--- config.mk ---
export PLATFORM = sky130hd
export DESIGN_NAME = param_updown_counter_flat
export DESIGN_NICKNAME = d
export VERILOG_FILES = /design/src/rtl/param_updown_counter_pkg.sv /design/src/rtl/param_updown_counter_if.sv /design/src/rtl/param_updown_counter_prescaler.sv /design/src/rtl/param_updown_counter.sv /design/src/flat_wrapper.sv
export SDC_FILE = /design/constraint.sdc
export NUM_CORES = 1
export LEC_CHECK = 0
export BUFFER_PORTS_ARGS = -buffer_cell sky130_fd_sc_hd__buf_2
export CAP_MARGIN = 20
export CORE_AREA = 2 2 63 65
export DETAILED_ROUTE_END_ITERATION = 7
export DIE_AREA = 0 0 65 67
export GPL_TIMING_DRIVEN = 0
export PLACE_DENSITY_LB_ADDON = 0.08
export SYNTH_ARGS = -nofsm -noshare
export SYNTH_HDL_FRONTEND = slang
export SYNTH_SLANG_ARGS = --single-unit
--- constraint.sdc ---
create_clock -name clk -period 2 [get_ports clk]
set_clock_uncertainty 0.15 [all_clocks]
set_input_delay 0.3 -clock clk [delete_from_list [all_inputs] [get_ports clk]]
set_output_delay 0.3 -clock clk [all_outputs]
set_load 0.02 [all_outputs]
--- src/rtl/param_updown_counter_pkg.sv ---
// Shared definitions for the up/down counter family: bound-mode constants and
// the prescaler width helper.
package counter_pkg;

   localparam int CNT_WRAP = 0;
   localparam int CNT_SAT  = 1;

   // A divide-by-1 prescaler still needs one bit so the phase register is never zero-width.
   function automatic int presc_width(input int presc);
      int w;
      w = $clog2(presc);
      return (w < 1) ? 1 : w;
   endfunction

endpackage

--- src/rtl/param_updown_counter_if.sv ---
// Control/status bundle of the up/down counter: the master drives the controls
// and observes the registered status.
interface param_updown_counter_if #(
   parameter int WIDTH = 8
);
   logic             clr;
   logic             load;
   logic [WIDTH-1:0] load_val;
   logic             en;
   logic             is_up;
   logic [WIDTH-1:0] limit;
   logic [WIDTH-1:0] count;
   logic             tc;
   logic             ovf;

   modport master (
      output clr, load, load_val, en, is_up, limit,
      input  count, tc, ovf
   );

   modport slave (
      input  clr, load, load_val, en, is_up, limit,
      output count, tc, ovf
   );
endinterface

--- src/rtl/param_updown_counter_prescaler.sv ---
// Enable divider: the phase runs 0..PRESCALE-1 while en is high, and tick marks
// the last phase. A low en freezes the phase without resetting it.
module counter_prescaler
   import counter_pkg::*;
#(
   parameter int PRESCALE = 1
) (
   input  logic clk,
   input  logic rstn,
   input  logic clr,
   input  logic en,
   output logic tick
);

   localparam int            PW   = presc_width(PRESCALE);
   localparam logic [PW-1:0] LAST = PW'(PRESCALE - 1);

   logic [PW-1:0] phase;

   always_ff @(posedge clk or negedge rstn) begin
      if (!rstn) begin
         phase <= '0;
      end else if (clr) begin
         phase <= '0;
      end else if (en) begin
         phase <= (phase == LAST) ? '0 : phase + 1'b1;
      end
   end

   // With PRESCALE=1 the phase stays at 0 == LAST, so tick follows en directly.
   assign tick = en && (phase == LAST);

endmodule

--- src/rtl/param_updown_counter.sv ---
// Parametrised up/down counter with runtime limit, wrap/saturate bounds,
// clear/load, prescaled enable, terminal-count pulse and sticky overflow.
module param_updown_counter
   import counter_pkg::*;
#(
   parameter int WIDTH    = 8,
   parameter int SATURATE = 0,
   parameter int PRESCALE = 1
) (
   input  logic                   clk,
   input  logic                   rstn,
   param_updown_counter_if.slave  bus
);

   localparam bit SAT = (SATURATE == CNT_SAT);

   logic [WIDTH-1:0] count_q;
   logic             tc_q;
   logic             ovf_q;
   logic             tick;

   // Load also restarts the prescale period, so the prescaler sees clr|load.
   counter_prescaler #(
      .PRESCALE (PRESCALE)
   ) u_prescaler (
      .clk  (clk),
      .rstn (rstn),
      .clr  (bus.clr | bus.load),
      .en   (bus.en),
      .tick (tick)
   );

   always_ff @(posedge clk or negedge rstn) begin
      if (!rstn) begin
         count_q <= '0;
         tc_q    <= 1'b0;
         ovf_q   <= 1'b0;
      end else if (bus.clr) begin
         count_q <= '0;
         tc_q    <= 1'b0;
         ovf_q   <= 1'b0;
      end else if (bus.load) begin
         count_q <= bus.load_val;
         tc_q    <= 1'b0;
      end else if (tick) begin
         if (bus.is_up) begin
            // Counts above a lowered limit are treated as having hit the bound.
            if (count_q >= bus.limit) begin
               count_q <= SAT ? bus.limit : '0;
               tc_q    <= 1'b1;
               ovf_q   <= 1'b1;
            end else begin
               count_q <= count_q + 1'b1;
               tc_q    <= 1'b0;
            end
         end else begin
            if (count_q == '0) begin
               count_q <= SAT ? '0 : bus.limit;
               tc_q    <= 1'b1;
               ovf_q   <= 1'b1;
            end else begin
               count_q <= count_q - 1'b1;
               tc_q    <= 1'b0;
            end
         end
      end else begin
         tc_q <= 1'b0;
      end
   end

   assign bus.count = count_q;
   assign bus.tc    = tc_q;
   assign bus.ovf   = ovf_q;

endmodule

--- src/flat_wrapper.sv ---
// flat-port wrapper written by rule: the top's interface ports become plain ports
module param_updown_counter_flat import counter_pkg::*;
#(
   parameter int WIDTH    = 8,
   parameter int SATURATE = 0,
   parameter int PRESCALE = 1
)
  (clk, rstn, bus_clr, bus_load, bus_load_val, bus_en, bus_is_up, bus_limit, bus_count, bus_tc, bus_ovf);
  param_updown_counter_if #(.WIDTH(WIDTH)) bus_i ();
  input  logic clk;
  input  logic rstn;
  input wire logic [$bits(bus_i.clr)-1:0] bus_clr;
  input wire logic [$bits(bus_i.load)-1:0] bus_load;
  input wire logic [$bits(bus_i.load_val)-1:0] bus_load_val;
  input wire logic [$bits(bus_i.en)-1:0] bus_en;
  input wire logic [$bits(bus_i.is_up)-1:0] bus_is_up;
  input wire logic [$bits(bus_i.limit)-1:0] bus_limit;
  output wire logic [$bits(bus_i.count)-1:0] bus_count;
  output wire logic [$bits(bus_i.tc)-1:0] bus_tc;
  output wire logic [$bits(bus_i.ovf)-1:0] bus_ovf;
  assign bus_i.clr = bus_clr;
  assign bus_i.load = bus_load;
  assign bus_i.load_val = bus_load_val;
  assign bus_i.en = bus_en;
  assign bus_i.is_up = bus_is_up;
  assign bus_i.limit = bus_limit;
  assign bus_count = bus_i.count;
  assign bus_tc = bus_i.tc;
  assign bus_ovf = bus_i.ovf;
  param_updown_counter #(.WIDTH(WIDTH), .SATURATE(SATURATE), .PRESCALE(PRESCALE)) u_core (.clk(clk), .rstn(rstn), .bus(bus_i));
endmodule
# Word-level counts from Yosys, hierarchy flattened
# Index checks and enable logic that the tools add are counted.
# Widths: inputs -> output; s select.
[word_totals] reg_bits=11 latchBits=0 mem_bits_rw=0 mem_bits_ro=0 input_bits=22 n_memories=0
[op_classes] add_sub_neg=3 multipliers=0 n_div=0 magnitude_cmp=1 n_eq_ne=2 n_shift=0 mux=21 bitwise_logic=2 n_reduce_logical=7
[op_table] op="$mux 8" count=6
[op_table] op="$mux 1" count=15
[op_table] op="$add 8x1->8 const B" count=1
[op_table] op="$ge 8x8->1" count=1
[op_table] op="$logic_not 8->1" count=1
[op_table] op="$sub 8x1->8 const B" count=1
[op_table] op="$reduce_bool 3->1" count=2
[op_table] op="$reduce_and 4->1" count=1
[op_table] op="$reduce_bool 2->1" count=2
[op_table] op="$ne 3x2->1 const B" count=1
[op_table] op="$ne 2x2->1 const B" count=1
[op_table] op="$add 1x1->1 const B" count=1
[op_table] op="$logic_and 1x1->1" count=1
[op_table] op="$not 1->1" count=1
[op_table] op="$or 1x1->1" count=1

# Depth between registers and ports, before layout
[logic_depth] ltp_word=6 depth_mapped=7

# Modules after synthesis
# A second synthesis with hierarchy kept.
[hier_totals] cells_unflattened=153 hier_area_um2=1186.1
[modules_own_cells] mod="param_updown_counter" n_inst=1 cells_per_inst=152 area_each_um2=1178.6
[modules_own_cells] mod="counter_prescaler" n_inst=1 cells_per_inst=1 area_each_um2=7.5

# Least setup slack after synthesis
# OpenSTA, ideal clock, no wires.
[synth_path] path_kind="flip-flop to flip-flop" startpoint="register u_core.count_q[0] (netlist: u_core.bus.count[0])" endpoint="register u_core.count_q[2] (netlist: u_core.bus.count[2])" setup_ps=91 arrival_ps=1962 slack_ps=-202 stages_incl_launch_ff=8 n_path_buf=0 period_less_slack_ps=2202 cell_sequence="dfrtp_1 inv_1 ha_1 nor2b_1 o21ai_2 a2111oi_4 nand3_2 o221ai_1"
[synth_via] elab_chain_cells=6 word_cells_on_any_way=10 classes_between="add/sub (2); order compare (1); mux (6); reduce/logical (1)"
[synth_lines] item="from (decl)" line_no="param_updown_counter.sv:17" source="logic [WIDTH-1:0] count_q;"
[synth_lines] item="from (signal assigned)" line_no="param_updown_counter.sv:43" source="count_q <= bus.load_val;"
[synth_lines] item="from (signal assigned)" line_no="param_updown_counter.sv:49" source="count_q <= SAT ? bus.limit : '0;"
[synth_lines] item="from (signal assigned)" line_no="param_updown_counter.sv:53" source="count_q <= count_q + 1'b1;"
[synth_lines] item="$sub 8x1->8, or another cell as far along" line_no="param_updown_counter.sv:62" source="count_q <= count_q - 1'b1;"
[synth_lines] item="$mux 8 (on tied branches)" line_no="param_updown_counter.sv:57, param_updown_counter.sv:48"
[synth_lines] item="$mux 8 *" line_no="param_updown_counter.sv:46" source="if (bus.is_up) begin"
[synth_lines] item="$mux 8 *" line_no="param_updown_counter.sv:45" source="end else if (tick) begin"
[synth_lines] item="$mux 8 *" line_no="param_updown_counter.sv:42" source="end else if (bus.load) begin"
[synth_lines] item="$mux 8 *" line_no="param_updown_counter.sv:38" source="end else if (bus.clr) begin"
# Every way passes the cells marked *; elsewhere a longest branch is shown, timed or not. The select of a mux whose other input is x is not followed.
# A chain may end at the register's enable or synchronous reset.

# Worst setup path in the final report
[layout_path] startpoint="register u_core.count_q[2] (netlist: u_core.bus.count[2])" endpoint="register u_core.count_q[4] (netlist: u_core.bus.count[4])"
# The elaborated chain is that of the path after synthesis.

==> results.md <==
| Metric | Value |
| --- | --- |
| Antenna violations before repair | 0 |
| Number of DRC violations after detailed routing | 0 |
| Failing checks | negative setup slack |
| Share of the yosys chip area belonging to registers | 21.2% |
| Post-synth net total | 178 |
| Library cell used as clock root buffer | sky130_fd_sc_hd__clkbuf_8 |
| Vias in the first global route | 1278 |
| DRT Pass-1 Iters | 5 |
| Count of different cell masters after synthesis | 45 |
| Max-slew headroom at the worst pin | 57.4% |
| Max-slew violation total from the final report | 0 |
| Vias after detailed routing | 1289 |
| Worst setup slack after layout | -0.132 ns |
| Kind of launch point of the worst setup path | flop |
| Met1 Resource Use GR | 26.3% |
| Overall routed net length | 3720 um |
| Detail-routed net length per standard cell | 15.5 um |
| Register bit count reported by yosys | 10 |
| Number of port buffers | 30 |
| Overall Global Routing Usage | 18.7% |
| Starting utilization of the core area | 32.8% |
| Share of final-layout standard cells stronger than drive strength 1 | 42.7% |
| Number of antenna repair diodes | 0 |
| Area growth from synthesis to layout | 42.1% |
| TritonCTS sink count | 10 |
| Slowest cell on crit path | sky130_fd_sc_hd__a2111oi_4 |
| Commonest cells post-synth | sky130_fd_sc_hd__inv_1, sky130_fd_sc_hd__nand2_1, sky130_fd_sc_hd__nor2_1, sky130_fd_sc_hd__ha_1, sky130_fd_sc_hd__dfrtp_1 |
| Placed Cells | 223 |
| Overflow left after global routing | 0 |
| DIE AREA | 4360 um^2 |
| Number of warnings printed during yosys synthesis | 0 |
| Final-stage net count | 226 |
| Ys async rst share | 100% |
| Fillers | 385 |
| Fin. Hold Viols | 0 |
| Register-to-Register Setup Slack | -0.13 ns |
| Gpl congestion | 0.813 |
| I/O pin count | 32 |
| Clock transition at the register clock pins on the worst setup and hold paths after CTS | 0.05 ns |
| Worst-path maximum fanout | 4 |
| H-Tree Level Count | 1 |
| Setup repair after global routing missed its margin | yes |
| Width of the chip | 65 um |
| CTS Buf Count | 3 |
| Time the worst path needs with I/O delays and setup | 2.13 ns |
| Die height | 67 um |
| Final Cycle Share | 107% |
| Combined area of all synthesized cells | 1180 um^2 |
| Worst-case clock buffer depth | 2 |
| Initial drt markers | 44 |
| Kind of end point of the critical path | flop |
| EDFF count, synth | 0 |
| Fraction of met2 tracks used by global routing | 30.4% |
| Most used flip-flop cell after synthesis | sky130_fd_sc_hd__dfrtp_1 |
| Worst vdd ir | 0.000212 V |
| Worst Hold Slack | 0.226 ns |
| Gr busiest metal | met2 |
| TritonCTS clock tree | built |
| Required time at the endpoint of the critical path | 1.99 ns |
| Dominant delay contributor by cell family on the critical path | compound AO/OA/AOI/OAI gates |
| Largest net degree at the start of global routing | 11 |
| Count of max-cap constraint violations | 0 |
| Core Area | 3610 um^2 |
| Crit path DAT | 2.12 ns |
| Measured slew at the worst slew-check pin | 0.639 ns |
| Grt met3 use | 0.676% |
| Clock Latency Late Sink | 0.23 ns |
| Via density | 5.37 |
| Max Clock Freq | 0.469 GHz |
| Number of setup violations in the final report | 10 |
| Total buffers and inverters traversed by the critical path | 0 |
| Largest area contributor in the synthesized netlist | sky130_fd_sc_hd__dfrtp_1 |
| Global-route wire length before repair | 6180 um |
| Residual antenna-violating net count after detailed routing | 0 |
| Result of the run | complete, but fails checks |
| Count leader, synth | sky130_fd_sc_hd__inv_1 |
| Critical-path cell list | ha_4 > a211oi_2 > o21ai_2 > a2111oi_4 > nand3_2 > o221ai_2 |
| Number of placement rows | 22 |
| Setup Crit Path Kind | flop to flop |
| DP Wirelength | 2800 um |
| Mean instance size in the synthesized netlist | 8.15 um^2 |
| Area share of the leading cell type in the synthesized netlist | 21.2% |
| Power per cell area | 545 nW/um^2 |
| Largest stage delay, worst path | 0.45 ns |
| Number of cells in the finished layout apart from fillers | 240 |
| Dominant cells by area after synthesis | sky130_fd_sc_hd__dfrtp_1, sky130_fd_sc_hd__ha_1, sky130_fd_sc_hd__inv_1 |
| Leakage Power | 0.743 nW |
| Gate count after technology mapping | 145 |
| Min-delay worst type | primary input to flop |
-- logic make-up after synthesis --
logic type | Yosys count | share of synthesized area (%)
AOI/OAI and AO/OA | 40 | 26.6
and+or+nand+nor | 53 | 26.6
muxes | 3 | 2.54
buffers and inverters | 24 | 8.47
DFF | 10 | 21.2
adders and majority gates | 11 | 11.7
xor gates and xnor gates | 4 | 2.97
-- worst min-delay path: cells and delay by family --
kind                   cells  cell delay (ns)
AOI/OAI and AO/OA          2             0.17
buffers and inverters      1             0.10
-- power breakdown --
group | internal, W | leakage [nW] | switching [W] | total [W]
sequential | 0.000221 | 0.127 | 0.0000147 | 0.000235
combinational | 0.000206 | 0.593 | 0.000257 | 0.000463
clock | 0.000139 | 0.0228 | 0.0000773 | 0.000217
total | 0.000566 | 0.743 | 0.000349 | 0.000915
-- registers in the layout, summed over array words and instances, names as in the netlist --
signal / flops
u_core.bus.tc: 1
u_core.bus.ovf: 1
u_core.bus.count: 8
-- repair_timing --
item | 4_1_cts | 5_1_grt
setup buffers | 10 | 2
hold buffers | 1 | 0
cloned | 0 | 0
hold endpoints to repair | 10 | 0
setup endpoints to repair | 10 | 10
resized for setup | 19 | 4
pin swaps | 12 | 9
-- per-stage QoR --
step	worst slack (ns)	util (%)	setup TNS [ns]	total power, W	area [um^2]
final	-0.132	46.5	-0.735	0.000915	1680
after global placement	-0.399	39.1	-2.49	0.000605	1410
after floorplan	0.00217	-	0	0.000499	1200
after CTS	-0.120	45.4	-0.757	0.000897	1640
after global routing	-0.251	46.5	-1.93	0.000982	1680
after detailed placement	-0.330	39.1	-2.26	0.000608	1410
-- routing by layer --
metal,vias up,wire (um)
met3,4,128
met2,40,1730
met1,616,1810
li1,629,-
met5,-,0
met4,0,57
-- final cells by class --
| cell class | instances | area (um^2) | share of cell area, % |
|---|---|---|---|
| multi-input cells | 111 | 967 | 57.6 |
| plain buffers | 10 | 47.5 | 2.83 |
| well taps | 48 | 60.1 | 3.58 |
| inverters | 14 | 52.6 | 3.13 |
| repair buffers | 43 | 250 | 14.9 |
| clock buffers | 4 | 45.0 | 2.68 |
| flip-flops and latches | 10 | 255 | 15.2 |
-- final timing paths --
check | depth (start not counted) | end | start
worst min-delay path | 3 | u_core.bus.count[3] | bus_limit[3]
worst min register to register | 1 | u_core.bus.ovf | u_core.bus.ovf
max in group asynchronous | 2 | u_core.bus.count[7] | rstn
worst max register to register | 6 | u_core.bus.count[4] | u_core.bus.count[2]
worst max-delay path | 6 | u_core.bus.count[4] | u_core.bus.count[2]
min in group asynchronous | 2 | u_core.bus.count[3] | rstn
-- placed cells by master (no fill, tap or decap), types with 3 or more instances in the layout --
| cell type | netlist | routed |
|---|---|---|
| sky130_fd_sc_hd__o221ai_2 | 0 | 5 |
| sky130_fd_sc_hd__o211ai_1 | 5 | 5 |
| sky130_fd_sc_hd__nor3b_1 | 5 | 5 |
| sky130_fd_sc_hd__ha_4 | 0 | 4 |
| sky130_fd_sc_hd__ha_1 | 11 | 6 |
| sky130_fd_sc_hd__nand2_1 | 12 | 10 |
| sky130_fd_sc_hd__nor2_1 | 12 | 12 |
| sky130_fd_sc_hd__o21ai_1 | 0 | 3 |
| sky130_fd_sc_hd__and3_1 | 3 | 3 |
| sky130_fd_sc_hd__dfrtp_2 | 0 | 4 |
| sky130_fd_sc_hd__dfrtp_1 | 10 | 6 |
| sky130_fd_sc_hd__mux2i_1 | 3 | 3 |
| sky130_fd_sc_hd__o21ai_0 | 7 | 4 |
| sky130_fd_sc_hd__xnor2_1 | 3 | 3 |
| sky130_fd_sc_hd__clkbuf_8 | 0 | 3 |
| sky130_fd_sc_hd__inv_1 | 14 | 13 |
| sky130_fd_sc_hd__nor3_1 | 5 | 5 |
| sky130_fd_sc_hd__buf_2 | 5 | 35 |
| sky130_fd_sc_hd__clkbuf_1 | 4 | 5 |
| sky130_fd_sc_hd__a21oi_1 | 7 | 7 |
| sky130_fd_sc_hd__buf_4 | 1 | 13 |
No activity file was read; power rests on OpenSTA's default activity.
